[src/rtl/master_port.sv]
// Serial bus initiator: takes one parallel read/write request and runs it LSB-first on the serial bus.
// Latency: write completes (ddone) 2+ADDR_WIDTH+DATA_WIDTH cycles after accept when the slave is ready.
// Backpressure: waits on sready and svalid; a stall of TIMEOUT idle cycles aborts with derr.
module master_port #(
  parameter int ADDR_WIDTH = 12,
  parameter int DATA_WIDTH = 8,
  parameter int TIMEOUT    = 256
) (
  input  logic                  clk,
  input  logic                  rstn,
  input  logic                  dreq,
  input  logic                  dmode,
  input  logic [ADDR_WIDTH-1:0] daddr,
  input  logic [DATA_WIDTH-1:0] dwdata,
  output logic                  dready,
  output logic [DATA_WIDTH-1:0] drdata,
  output logic                  ddone,
  output logic                  derr,
  output logic                  mwdata,
  output logic                  mmode,
  output logic                  mvalid,
  input  logic                  srdata,
  input  logic                  svalid,
  input  logic                  sready
);

  localparam int MAXW = (ADDR_WIDTH > DATA_WIDTH) ? ADDR_WIDTH : DATA_WIDTH;
  localparam int CW   = $clog2(MAXW + 1);
  localparam int TW   = $clog2(TIMEOUT + 1);
  localparam int SW   = ADDR_WIDTH + DATA_WIDTH;

  localparam logic [CW-1:0] ADDR_LAST = CW'(ADDR_WIDTH - 1);
  localparam logic [CW-1:0] DATA_LAST = CW'(DATA_WIDTH - 1);
  localparam logic [TW-1:0] TMO_LAST  = TW'(TIMEOUT - 1);

  typedef enum logic [2:0] {
    IDLE, WAIT_SLV, ADDR, WDATA, RWAIT, RDATA, DONE
  } state_t;

  state_t                state_q, state_d;
  logic                  mode_q, mode_d;
  logic [SW-1:0]         tx_q, tx_d;       // {wdata, addr}, popped from bit 0
  logic [DATA_WIDTH-1:0] rx_q, rx_d;       // read bits shift in from the top
  logic [CW-1:0]         cnt_q, cnt_d;
  logic [TW-1:0]         tmo_q, tmo_d;
  logic [DATA_WIDTH-1:0] drdata_q, drdata_d;
  logic                  mwdata_q, mwdata_d;
  logic                  mmode_q, mmode_d;
  logic                  mvalid_q, mvalid_d;
  logic                  ddone_q, ddone_d;
  logic                  derr_q, derr_d;
  logic                  abort;
  logic                  burst;

  // Idle indication is the only combinational output, so it reads 1 throughout reset.
  assign dready = (state_q == IDLE);
  assign drdata = drdata_q;
  assign ddone  = ddone_q;
  assign derr   = derr_q;
  assign mwdata = mwdata_q;
  assign mmode  = mmode_q;
  assign mvalid = mvalid_q;

  // Next-state, datapath and registered-output selection.
  always_comb begin
    state_d  = state_q;
    mode_d   = mode_q;
    tx_d     = tx_q;
    rx_d     = rx_q;
    cnt_d    = cnt_q;
    tmo_d    = tmo_q;
    drdata_d = drdata_q;
    abort    = 1'b0;

    case (state_q)
      IDLE: begin
        if (dreq) begin
          mode_d  = dmode;
          tx_d    = {dwdata, daddr};
          cnt_d   = '0;
          tmo_d   = '0;
          state_d = WAIT_SLV;
        end
      end
      WAIT_SLV: begin
        if (sready) begin
          cnt_d   = '0;
          state_d = ADDR;
        end else if (tmo_q == TMO_LAST) begin
          abort   = 1'b1;
          state_d = DONE;
        end else begin
          tmo_d = tmo_q + TW'(1);
        end
      end
      ADDR: begin
        if (cnt_q == ADDR_LAST) begin
          cnt_d = '0;
          if (mode_q) begin
            state_d = WDATA;
          end else begin
            tmo_d   = '0;
            rx_d    = '0;
            state_d = RWAIT;
          end
        end else begin
          cnt_d = cnt_q + CW'(1);
        end
      end
      WDATA: begin
        if (cnt_q == DATA_LAST) begin
          state_d = DONE;
        end else begin
          cnt_d = cnt_q + CW'(1);
        end
      end
      RWAIT, RDATA: begin
        if (svalid) begin
          rx_d    = {srdata, rx_q[DATA_WIDTH-1:1]};
          tmo_d   = '0;
          state_d = RDATA;
          if (cnt_q == DATA_LAST) begin
            drdata_d = {srdata, rx_q[DATA_WIDTH-1:1]};
            state_d  = DONE;
          end else begin
            cnt_d = cnt_q + CW'(1);
          end
        end else if (tmo_q == TMO_LAST) begin
          // Partial read bits are dropped; drdata keeps the last good value.
          abort   = 1'b1;
          state_d = DONE;
        end else begin
          tmo_d = tmo_q + TW'(1);
        end
      end
      DONE: begin
        state_d = IDLE;
      end
      default: begin
        state_d = IDLE;
      end
    endcase

    // Outputs are registered from the next state so they line up with the state they belong to.
    burst    = (state_d == ADDR) || (state_d == WDATA);
    mvalid_d = burst;
    mmode_d  = burst & mode_q;
    mwdata_d = burst & tx_q[0];
    if (burst) begin
      tx_d = {1'b0, tx_q[SW-1:1]};
    end
    ddone_d = (state_d == DONE);
    derr_d  = abort;
  end

  // State and output registers; reset releases the bus immediately.
  always_ff @(posedge clk or negedge rstn) begin
    if (!rstn) begin
      state_q  <= IDLE;
      mode_q   <= 1'b0;
      tx_q     <= '0;
      rx_q     <= '0;
      cnt_q    <= '0;
      tmo_q    <= '0;
      drdata_q <= '0;
      mwdata_q <= 1'b0;
      mmode_q  <= 1'b0;
      mvalid_q <= 1'b0;
      ddone_q  <= 1'b0;
      derr_q   <= 1'b0;
    end else begin
      state_q  <= state_d;
      mode_q   <= mode_d;
      tx_q     <= tx_d;
      rx_q     <= rx_d;
      cnt_q    <= cnt_d;
      tmo_q    <= tmo_d;
      drdata_q <= drdata_d;
      mwdata_q <= mwdata_d;
      mmode_q  <= mmode_d;
      mvalid_q <= mvalid_d;
      ddone_q  <= ddone_d;
      derr_q   <= derr_d;
    end
  end

endmodule

[config.mk]
export PLATFORM = sky130hd
export DESIGN_NAME = master_port
export DESIGN_NICKNAME = d
export VERILOG_FILES = /design/src/rtl/master_port.sv
export SDC_FILE = /design/constraint.sdc
export NUM_CORES = 1
export LEC_CHECK = 0
export BUFFER_PORTS_ARGS = -buffer_cell sky130_fd_sc_hd__buf_2
export CORE_ASPECT_RATIO = 1.75
export CORE_MARGIN = 2
export CORE_UTILIZATION = 54
export DETAILED_ROUTE_END_ITERATION = 7
export GPL_ROUTABILITY_DRIVEN = 0
export HOLD_SLACK_MARGIN = 0.12
export MAX_ROUTING_LAYER = met4
export PLACE_DENSITY = 0.76
export SLEW_MARGIN = 10
export SYNTH_ARGS = -nofsm -noshare
export SYNTH_HDL_FRONTEND = slang
export SYNTH_SLANG_ARGS = --single-unit
[constraint.sdc]
create_clock -name clk -period 4.1 [get_ports clk]
set_input_delay 0.205 -clock clk [delete_from_list [all_inputs] [get_ports clk]]
set_output_delay 0.205 -clock clk [all_outputs]
set_load 0.01 [all_outputs]
==> reports/results.txt <==
Outcome - finished, final reports clean
# IOs - 41
Die area - 6210 um^2
Highest net fanout along the worst path - 23
TritonCTS Buffers - 9
Largest cells by area after synthesis - dfrtp_1, mux2_2, mux2_4
Layout cells sized above 1 - 36.6%
RSZ-0062 raised after global routing - no
Largest area contributor in the netlist - dfrtp_1
Setup_tns - 0 ns
Die width - 60.5 um
Initial antenna violation count - 0
Static leakage - 1.63 nW
Net Count, Synth - 287
Number of synthesized flops with an enable pin - 0
CP arrival - 2.88 ns
Non-filler cells in the finished layout - 382
Post-Place Cells - 364
Cell with the largest stage delay on the worst path - nor2b_1
Via count - 2,170
CTS sink cnt - 57
Top Family by Delay on Critical Path - simple AND/OR/NAND/NOR gates
Clk root buf - clkbuf_8
Part of the cycle the worst path needs - 65.2%
Post-route ant nets - 0
Total GRT Usage - 22.3%
FF+latch count, synth - 57
Layout Skew - 0.00944 ns
Final hold violations - 0
Final instance area - 3470 um^2
Post_cts resized - 0
Vias per cell - 5.68
Max-cap violations - 0
Sequential area share after synthesis - 47.4%
Placed Area - 3240 um^2
Syn Inst Count - 258
Hold path cells - 2
WL per Instance - 15.5 um
# fillers - 478
Pre-antenna DRT Iters - 4
CP endpoint kind - flip-flop
Clock H-tree levels - 3
Worst path depth - 5
CP peak stage delay - 0.62 ns
PortBufs - 40
Vias in the first global route - 2,270
Power per cell area - 550 nW/um^2
Flop pwr share - 39.8%
Worst Path Buf+Inv - 1
Min-Delay Path Class - in2reg
CP Cell Sequence - nor2b_1 > and3_1 > o311ai_4 > buf_4 > mux2_4
Synth unique cells - 52
Final #Nets - 330
Switching Share - 32.9%
Tot Pwr - 1.91 mW
Worst Setup Start Kind - flip-flop
Core box area - 5500 um^2
Max Slew Vio Count - 0
Final min period - 2.67 ns
Routed WL - 5.91 mm
Syn. warnings - 0
Clock tree from TritonCTS - built
Die Ht - 103 um
Final setup vio count - 0
Combinational share of power - 31.3%
Remaining Overflow, GRT - 0
First-pass GRT wire length - 10.2 mm
Largest net degree at the start of global routing - 58
Antenna diodes - 0
Hpwl dp - 4.16 mm
Share of total power in the clock network - 28.9%
Cell-internal power - 1.28 mW
CTS Buffer Depth - 2
Slew @ Worst Pin - 0.937 ns
DRC Markers - 0
Area Growth Syn to Fin - 15.3%
Peak supply drop - 0.348 mV
Initial Utilization - 54.8%
Syn_area_per_cell - 11.7 um^2
1st-iter DRT viols - 62
Max frequency - 0.374 GHz
Worst path required time - 4.31 ns
Worst-Skew Late Latency - 0.33 ns
Area share of the largest cell type after synthesis - 47.4%
Clock-pin slew on the worst setup and hold paths - 0.07 ns
Slew HR - 37.5%
Cells on worst reg2reg path - 5
Post-synth top flop - dfrtp_1
Post-synthesis cell area - 3010 um^2
Post-synth ARST share - 100%
P_sw - 0.629 mW
Crit Path Class - reg2reg
Cell row count - 36
## cell families after synthesis
logic type	count (synthesis)	synth area share, %
muxes	50	20.5
buffers and inverters	24	4.45
DFF	57	47.4
AOI/OAI and AO/OA	56	13.8
and+or+nand+nor	69	13.1
adders and majority gates	2	0.831
## final timing paths
path | startpoint | to | slack [ns]
max | state_q[2] | tx_q[0] | 1.43
min | srdata | drdata[7] | 0.13
max reg2reg | state_q[2] | tx_q[0] | 1.43
min reg2reg | rx_q[1] | rx_q[1] | 0.48
max in group asynchronous | rstn | state_q[1] | 3.06
min in group asynchronous | rstn | tmo_q[2] | 0.55
## cell type report
| type | instances | area [um^2] | area share (%) |
|---|---|---|---|
| Timing Repair Buffer | 45 | 243 | 6.99 |
| Clock buffer | 12 | 165 | 4.76 |
| Multi-Input combinational cell | 177 | 1450 | 41.8 |
| Tap cell | 76 | 95.1 | 2.74 |
| Sequential cell | 57 | 1430 | 41.1 |
| Clock inverter | 4 | 50.0 | 1.44 |
| Inverter | 11 | 41.3 | 1.19 |
## per-layer routing
layer / vias to the layer above / track usage [%] / share of wire [%]
met5: - / - / 0
met4: 0 / 10.2 / 2.5
met3: 11 / 4.39 / 3.4
met2: 53 / 36.4 / 53
met1: 1070 / 26.3 / 42
li1: 1036 / - / -
## state kept, by name (all words and copies together) (netlist names)
signal,count
cnt_q,4
ddone,1
derr,1
drdata,8
mmode,1
mode_q,1
mvalid,1
mwdata,1
rx_q,7
state_q,3
tmo_q,9
tx_q,20
## synth_stat cells (all sizes together) (2+ instances only)
cell / count
o31a: 2
nor4b: 2
clkbuf: 5
a21oi: 7
o22ai: 2
or2b: 2
nand3: 5
and3b: 2
mux2: 46
nor3: 3
or3: 2
and2: 4
and3: 4
nand2: 22
o21ai: 15
buf: 8
dfrtp: 57
o211ai: 3
ha: 2
nand4: 5
mux2i: 4
a31oi: 4
nand2b: 4
o2111ai: 2
a211o: 2
nor2b: 2
a21o: 2
inv: 11
a211oi: 6
nor2: 5
a32oi: 3
## metrics by stage
step / util, % / setup WS (ns) / hold slack [ns]
floorplan: - / 1.86 / -0.0906
global placement: 58.9 / 1.58 / 0.383
detailed placement: 58.9 / 1.46 / 0.393
CTS: 63.2 / 1.45 / 0.126
global route: 63.2 / 1.23 / 0.123
finish: 63.2 / 1.43 / 0.134
## repair_timing
item,4_1_cts,5_1_grt
hold endpoints to repair,58,0
buffers inserted,0,0
hold buffers,2,0
## cell usage in the layout (no fill, tap or decap), types with 5 or more instances in the layout
cell / instances
nand2_1: 22
dfrtp_1: 57
a21oi_1: 7
nor2_1: 5
o21ai_0: 15
inv_1: 11
buf_2: 40
a211oi_1: 6
mux2_4: 16
clkbuf_8: 12
mux2_2: 30
nand3_1: 5
## power by group through the flow
stage / combinational, mW / clock [mW] / sequential, mW
global route: 0.666 / 0.588 / 0.777
finish: 0.598 / 0.552 / 0.761
global placement: 0.582 / 0 / 0.766
CTS: 0.603 / 0.563 / 0.759
detailed placement: 0.600 / 0 / 0.767
floorplan: 0.522 / 0 / 0.733
(Power assumes the default switching activity.)
